[config.mk]
export PLATFORM = sky130hd
export DESIGN_NAME = mini_src_control_unit
export DESIGN_NICKNAME = d
export VERILOG_FILES = /design/src/rtl/mini_src_control_unit.sv
export SDC_FILE = /design/constraint.sdc
export NUM_CORES = 1
export LEC_CHECK = 0
export CAP_MARGIN = 30
export CORE_MARGIN = 2
export CORE_UTILIZATION = 28
export CTS_BUF_LIST = sky130_fd_sc_hd__clkbuf_16
export DETAILED_ROUTE_END_ITERATION = 7
export MAX_ROUTING_LAYER = met4
export PLACE_DENSITY = 0.58
export SLEW_MARGIN = 20
export SYNTH_ARGS = -nofsm -noshare
export SYNTH_HDL_FRONTEND = slang
export SYNTH_SLANG_ARGS = --single-unit
export TNS_END_PERCENT = 10
[constraint.sdc]
create_clock -name clock -period 6.53 [get_ports clock]
set_input_delay 0.653 -clock clock [delete_from_list [all_inputs] [get_ports clock]]
set_output_delay 0.653 -clock clock [all_outputs]
set_load 0.02 [all_outputs]
[src/rtl/mini_src_control_unit.sv]
// Hardwired Moore control sequencer for the Mini-SRC datapath: fetch T0-T2, per-class execute T3-T7.
// Optional feature macro ILLEGAL_TRAP_EN: undefined opcodes halt the sequencer and raise a sticky flag.
module mini_src_control_unit #(
  parameter int IR_W     = 32,
  parameter int LINK_REG = 15
) (
  input  logic            clock,
  input  logic            clear_n,
  input  logic [IR_W-1:0] ir,
  input  logic            stop,
  output logic [4:0]      alu_op,
  output logic            inc_pc,
  output logic [3:0]      src_sel,
  output logic [10:0]     ld,
  output logic [1:0]      reg_sel,
  output logic            link,
  output logic            mem_rd,
  output logic            mem_wr,
  output logic            run,
  output logic            illegal
);

  typedef enum logic [3:0] {
    S_RESET = 4'd0, S_HALT = 4'd1,
    S_T0 = 4'd2, S_T1 = 4'd3, S_T2 = 4'd4, S_T3 = 4'd5,
    S_T4 = 4'd6, S_T5 = 4'd7, S_T6 = 4'd8, S_T7 = 4'd9
  } state_t;

  typedef enum logic [3:0] {
    C_RALU = 4'd0, C_UNARY = 4'd1, C_MULDIV = 4'd2, C_IMM = 4'd3,
    C_LD = 4'd4, C_ST = 4'd5, C_BR = 4'd6, C_JR = 4'd7,
    C_JAL = 4'd8, C_IN = 4'd9, C_OUT = 4'd10, C_MFHI = 4'd11,
    C_MFLO = 4'd12, C_NOP = 4'd13, C_HALT = 4'd14, C_UNDEF = 4'd15
  } class_t;

  localparam logic [4:0] OP_ADD = 5'b00011;
  localparam logic [4:0] OP_LDI = 5'b00001;
  localparam logic [4:0] OP_BR  = 5'b10011;

  localparam logic [3:0] SRC_NONE = 4'd0, SRC_PC = 4'd1, SRC_MDR = 4'd2, SRC_ZLO = 4'd3;
  localparam logic [3:0] SRC_ZHI = 4'd4, SRC_HI = 4'd5, SRC_LO = 4'd6, SRC_INP = 4'd7;
  localparam logic [3:0] SRC_C = 4'd8, SRC_ROUT = 4'd9, SRC_BA = 4'd10;

  localparam logic [10:0] LD_PC  = 11'h001, LD_IR = 11'h002, LD_MAR = 11'h004, LD_MDR = 11'h008;
  localparam logic [10:0] LD_Y   = 11'h010, LD_Z  = 11'h020, LD_HI  = 11'h040, LD_LO  = 11'h080;
  localparam logic [10:0] LD_CON = 11'h100, LD_OUT = 11'h200, LD_R  = 11'h400;

  localparam logic [1:0] RS_NONE = 2'd0, RS_RA = 2'd1, RS_RB = 2'd2, RS_RC = 2'd3;

  state_t     state_r;
  state_t     state_nx_s;
  state_t     last_s;
  class_t     cls_s;
  logic [4:0] opcode_s;
  logic       trap_s;
  logic       unused_s;

  assign opcode_s = ir[IR_W-1 -: 5];
  // Register fields are consumed by the datapath; LINK_REG is resolved there as well.
  assign unused_s = ^{ir[IR_W-6:0], 4'(LINK_REG)};

`ifdef ILLEGAL_TRAP_EN
  assign trap_s = (cls_s == C_UNDEF);
`else
  assign trap_s = 1'b0;
`endif

  // Opcode to instruction class
  always_comb begin
    cls_s = C_UNDEF;
    case (opcode_s)
      5'd3, 5'd4, 5'd5, 5'd6, 5'd7, 5'd8, 5'd9, 5'd10, 5'd11: cls_s = C_RALU;
      5'd17, 5'd18:                      cls_s = C_UNARY;
      5'd15, 5'd16:                      cls_s = C_MULDIV;
      5'd1, 5'd12, 5'd13, 5'd14:         cls_s = C_IMM;
      5'd0:                              cls_s = C_LD;
      5'd2:                              cls_s = C_ST;
      5'd19:                             cls_s = C_BR;
      5'd20:                             cls_s = C_JR;
      5'd21:                             cls_s = C_JAL;
      5'd22:                             cls_s = C_IN;
      5'd23:                             cls_s = C_OUT;
      5'd24:                             cls_s = C_MFHI;
      5'd25:                             cls_s = C_MFLO;
      5'd26:                             cls_s = C_NOP;
      5'd27:                             cls_s = C_HALT;
      default:                           cls_s = C_UNDEF;
    endcase
  end

  // Final step of each instruction class
  always_comb begin
    last_s = S_T2;
    case (cls_s)
      C_RALU, C_IMM:            last_s = S_T5;
      C_UNARY, C_JAL:           last_s = S_T4;
      C_MULDIV, C_BR:           last_s = S_T6;
      C_LD, C_ST:               last_s = S_T7;
      C_JR, C_IN, C_OUT, C_MFHI, C_MFLO: last_s = S_T3;
      default:                  last_s = S_T2;
    endcase
  end

  // Next-state: stop is only honoured on an instruction boundary
  always_comb begin
    state_nx_s = state_r;
    case (state_r)
      S_RESET: state_nx_s = S_T0;
      S_HALT:  state_nx_s = S_HALT;
      S_T0, S_T1, S_T2, S_T3, S_T4, S_T5, S_T6, S_T7: begin
        if (state_r == last_s) begin
          if ((cls_s == C_HALT) || trap_s || stop) begin
            state_nx_s = S_HALT;
          end else begin
            state_nx_s = S_T0;
          end
        end else begin
          state_nx_s = state_t'(state_r + 4'd1);
        end
      end
      default: state_nx_s = S_RESET;
    endcase
  end

  // State register
  always_ff @(posedge clock or negedge clear_n) begin
    if (!clear_n) state_r <= S_RESET;
    else          state_r <= state_nx_s;
  end

`ifdef ILLEGAL_TRAP_EN
  logic illegal_r;

  // Sticky undefined-opcode flag, cleared only by reset
  always_ff @(posedge clock or negedge clear_n) begin
    if (!clear_n)                          illegal_r <= 1'b0;
    else if ((state_r == S_T2) && trap_s)  illegal_r <= 1'b1;
  end

  assign illegal = illegal_r;
`else
  assign illegal = 1'b0;
`endif

  // Moore output decode of state and instruction class
  always_comb begin
    alu_op  = 5'd0;
    inc_pc  = 1'b0;
    src_sel = SRC_NONE;
    ld      = 11'd0;
    reg_sel = RS_NONE;
    link    = 1'b0;
    mem_rd  = 1'b0;
    mem_wr  = 1'b0;
    run     = 1'b1;
    case (state_r)
      S_T0: begin src_sel = SRC_PC;  ld = LD_MAR | LD_Z;  inc_pc = 1'b1; end
      S_T1: begin src_sel = SRC_ZLO; ld = LD_PC | LD_MDR; mem_rd = 1'b1; end
      S_T2: begin src_sel = SRC_MDR; ld = LD_IR; end
      S_T3, S_T4, S_T5, S_T6, S_T7: begin
        alu_op = opcode_s;
        case (cls_s)
          C_RALU: begin
            case (state_r)
              S_T3:    begin src_sel = SRC_ROUT; reg_sel = RS_RB; ld = LD_Y; end
              S_T4:    begin src_sel = SRC_ROUT; reg_sel = RS_RC; ld = LD_Z; end
              S_T5:    begin src_sel = SRC_ZLO;  reg_sel = RS_RA; ld = LD_R; end
              default: begin end
            endcase
          end
          C_UNARY: begin
            case (state_r)
              S_T3:    begin src_sel = SRC_ROUT; reg_sel = RS_RB; ld = LD_Z; end
              S_T4:    begin src_sel = SRC_ZLO;  reg_sel = RS_RA; ld = LD_R; end
              default: begin end
            endcase
          end
          C_MULDIV: begin
            case (state_r)
              S_T3:    begin src_sel = SRC_ROUT; reg_sel = RS_RA; ld = LD_Y; end
              S_T4:    begin src_sel = SRC_ROUT; reg_sel = RS_RB; ld = LD_Z; end
              S_T5:    begin src_sel = SRC_ZLO;  ld = LD_LO; end
              S_T6:    begin src_sel = SRC_ZHI;  ld = LD_HI; end
              default: begin end
            endcase
          end
          C_IMM: begin
            if (opcode_s == OP_LDI) alu_op = OP_ADD;
            else                    alu_op = opcode_s;
            case (state_r)
              S_T3:    begin src_sel = SRC_BA;  reg_sel = RS_RB; ld = LD_Y; end
              S_T4:    begin src_sel = SRC_C;   ld = LD_Z; end
              S_T5:    begin src_sel = SRC_ZLO; reg_sel = RS_RA; ld = LD_R; end
              default: begin end
            endcase
          end
          C_LD, C_ST: begin
            // Effective address Rb + C is formed exactly like ldi
            case (state_r)
              S_T3:    begin alu_op = OP_ADD; src_sel = SRC_BA; reg_sel = RS_RB; ld = LD_Y; end
              S_T4:    begin alu_op = OP_ADD; src_sel = SRC_C;  ld = LD_Z; end
              S_T5:    begin src_sel = SRC_ZLO; ld = LD_MAR; end
              S_T6: begin
                if (cls_s == C_LD) begin mem_rd = 1'b1; ld = LD_MDR; end
                else begin src_sel = SRC_ROUT; reg_sel = RS_RA; ld = LD_MDR; end
              end
              S_T7: begin
                if (cls_s == C_LD) begin src_sel = SRC_MDR; reg_sel = RS_RA; ld = LD_R; end
                else begin mem_wr = 1'b1; end
              end
              default: begin end
            endcase
          end
          C_BR: begin
            case (state_r)
              S_T3:    begin src_sel = SRC_ROUT; reg_sel = RS_RA; ld = LD_CON; end
              S_T4:    begin src_sel = SRC_PC;  ld = LD_Y; end
              S_T5:    begin src_sel = SRC_C;   ld = LD_Z; alu_op = OP_BR; end
              S_T6:    begin src_sel = SRC_ZLO; ld = LD_PC; end
              default: begin end
            endcase
          end
          C_JR:   begin src_sel = SRC_ROUT; reg_sel = RS_RA; ld = LD_PC; end
          C_JAL: begin
            case (state_r)
              S_T3:    begin src_sel = SRC_PC; link = 1'b1; ld = LD_R; end
              S_T4:    begin src_sel = SRC_ROUT; reg_sel = RS_RA; ld = LD_PC; end
              default: begin end
            endcase
          end
          C_IN:   begin src_sel = SRC_INP;  reg_sel = RS_RA; ld = LD_R; end
          C_OUT:  begin src_sel = SRC_ROUT; reg_sel = RS_RA; ld = LD_OUT; end
          C_MFHI: begin src_sel = SRC_HI;   reg_sel = RS_RA; ld = LD_R; end
          C_MFLO: begin src_sel = SRC_LO;   reg_sel = RS_RA; ld = LD_R; end
          default: begin end
        endcase
      end
      default: run = 1'b0;
    endcase
  end

endmodule
==> impl_metrics.toml <==
[clocking]
postCtsHoldBufs = 0
post-cts-setup-buffers = 0
numCtsBuffers = 3
clk_pin_slew_ps = 30
clkLatencyLatePin_ps = 220
clk_path_buf_depth = 2
cts-root-buf = "clkbuf_16"
cts_tree = "built"
cts_max_level = 1
numClockSinks = 4
cts_resized = 0

[synthesis]
synthTopCellsByArea = "ha_1, nor2_1, dfrtp_1"
synth_area_leader_cell = "ha_1"
synth_common_cells = "nor2_1, nand2_1, o21ai_0"
syn_nets = 276
synth_seq_cells = 4
synth.most_common_cell = "nor2_1"
synth_xor_area_share_pct = 1.765
synth_edf_count = 0
yosys.area_share.simple_pct = 26.97
ys_types = 58
mappedNetlistArea_mm2 = 0.001489
synth_top_family_by_area = "compound AO/OA/AOI/OAI gates"
synth_top_flop_cell = "dfrtp_1"
synth_adder_area_share_pct = 12.61
syn_avg_cell_area_um2 = 6.588
synth_cells = 226
synth_top_area_share_pct = 12.61
synth_mux_area_share_pct = 2.101
synth-compound-area-share_pct = 41.01
synth-seq-area-share_pct = 6.723
yosysWarnings = 0
async_flop_share_pct = 100.0

[pwr]
leakage_uw = 0.0007266
cellPowerDensity_mw_per_mm2 = 300.7
peakVddDrop_mv = 0.1545

[layout]
area_delta_synth_final_pct = 30.00
fillers = 565
top_regs = "state_r: 4 flops"
regMostFlops = "state_r"
largest_reg_flops = 4
num-nets-final = 302
final_area_mm2 = 0.001936
diodes = 0
layout-drive-gt1-share_pct = 5.200

[critical_path]
path_depth = 13
crit_family = "buffers and inverters"
worst-path-buf-inv = 5
cp_slowest_cell = "clkdlybuf4s50_1"
cp.arrival_ps = 4740
crit_chain = "clkdlybuf4s50_1, clkinv_1, o31a_1, and2_1, inv_1, ha_1, or2_2, nor2_1, a211oi_1, o31ai_1, buf_4, o21ai_0, clkdlybuf4s50_1"
end_kind = "primary output"
required_ps = 5880
path_class = "in -> out"
ff2ff_path_depth = 6
worst-path-max-fanout = 14
cpMostUsedCell = "clkdlybuf4s50_1"
max_stage_delay_ps = 760
start_kind = "primary input"

[sta]
maxSlewViolCount = 0
max_freq_ghz = 0.1855
finalCriticalPeriod_ps = 5390
fin_tns_setup_ps = 0
hold_viol = 0
slew_headroom_pct = 51.54
setup_viol = 0
skew_ps = 2.313
tightestPinTransition_ps = 725.5
rsz0062_at_grt = "false"
setup_slack_ps = 1140
post-route-period-util_pct = 82.54

[place]
place_ws_ps = 1200
dpl.hpwl_um = 3680
io_buffers = 34
placedInstanceArea_mm2 = 0.001861
gp_congestion = 0.9136

[global_routing]
grt_pass1_vias = 1788
grt_max_degree = 18
grt_overflow = 0
antenna_found_initial = 0
grt_pass1_wl_um = 8300
grt_usage_pct = 16.97

[route]
vias_per_cell = 5.725
vias = 1832
drtIter0Drc = 198
drc = 0
wl_per_cell_um = 15.34
wirelength_um = 4909
firstDrtPassIters = 5
ant_nets = 0

[hold_path]
min_path_type = "in -> async"

[floorplan]
die_width_um = 76.92
start_util_pct = 29.15
die_h_um = 76.92
io_pins = 63
row_count = 26
die_area_mm2 = 0.005917
core-area_mm2 = 0.005107

[run_status]
status = "finished clean"

[job]
drv_cap = 0
==> metrics by stage <==
stage	cells	utilization, %	power, µW	hold slack, ps
floorplan	226	-	326.2	357.4
global placement	317	36.43	479.3	675.7
detailed placement	317	36.43	483.6	677.7
CTS	320	37.90	581.0	629.1
global route	320	37.90	625.8	651.9
finish	320	37.90	582.0	626.7
==> final cells by class <==
class                   instances  area [µm²]  share of cell area [%]
inverters                      13       48.80                   2.521
repair buffers                 37       362.8                   18.75
flip-flops and latches          4       100.1                   5.171
well taps                      70       87.58                   4.525
clock buffers                   3       75.07                   3.878
multi-input cells             193        1261                   65.16
==> path summary, 6_finish.rpt <==
kind | start | end | slack (ps)
max reg2reg | state_r[2] | state_r[2] | 4520
max | ir[31] | ld[0] | 1140
min in group clock | state_r[2] | state_r[2] | 690
max in group asynchronous | clear_n | state_r[2] | 5740
min | clear_n | state_r[1] | 630
min reg2reg | state_r[2] | state_r[2] | 690
==> cell families (layout without fill, tap and decap cells) <==
kind of cell / Yosys count / count (layout)
AOI/OAI and AO/OA: 88 / 88
xor gates and xnor gates: 3 / 3
adders and majority gates: 15 / 15
buffers and inverters: 29 / 53
DFF: 4 / 4
muxes: 3 / 3
other: 1 / 1
and+or+nand+nor: 83 / 83
==> report_power, final <==
part | internal [µW] | switching [µW] | total [µW]
Clock | 78.1 | 16.3 | 94.5
Combinational | 180 | 257 | 437
Sequential | 35.7 | 14.5 | 50.2
==> placed cells by master, fill, tap and decap left out, types with 2 or more instances in the layout <==
cell type        synthesis  layout
a21o_1                   2       2
a211oi_1                 2       2
buf_4                    2       3
clkdlybuf4s50_1          0      34
o21ai_0                 19      19
nor3_1                   2       2
xnor2_1                  2       2
nand3_1                  4       4
o31ai_1                  4       4
a22o_1                   2       2
ha_1                    15      15
o32ai_1                  2       2
nor2b_1                  5       5
o31a_1                   2       2
o211ai_1                 4       4
o21ai_1                  2       2
a221oi_1                 4       4
a21oi_1                 16      16
nand2_1                 21      21
a31oi_1                  4       4
o21bai_1                 3       3
nor3b_1                  2       2
clkbuf_16                0       3
dfrtp_1                  4       4
o22ai_1                  5       5
o21a_1                   4       4
inv_1                   12      12
nand2b_1                 3       3
or3_1                    3       3
mux2i_1                  2       2
nor2_1                  29      29
and2_1                   6       6
==> layer usage <==
layer	GRT usage (%)	wire, µm	up-vias
met3	1.059	239	16
met2	27.11	2328	89
met4	8.182	141	0
met5	-	0	-
li1	-	-	878
met1	21.80	2200	849
Power figures use the tool's default switching activity.
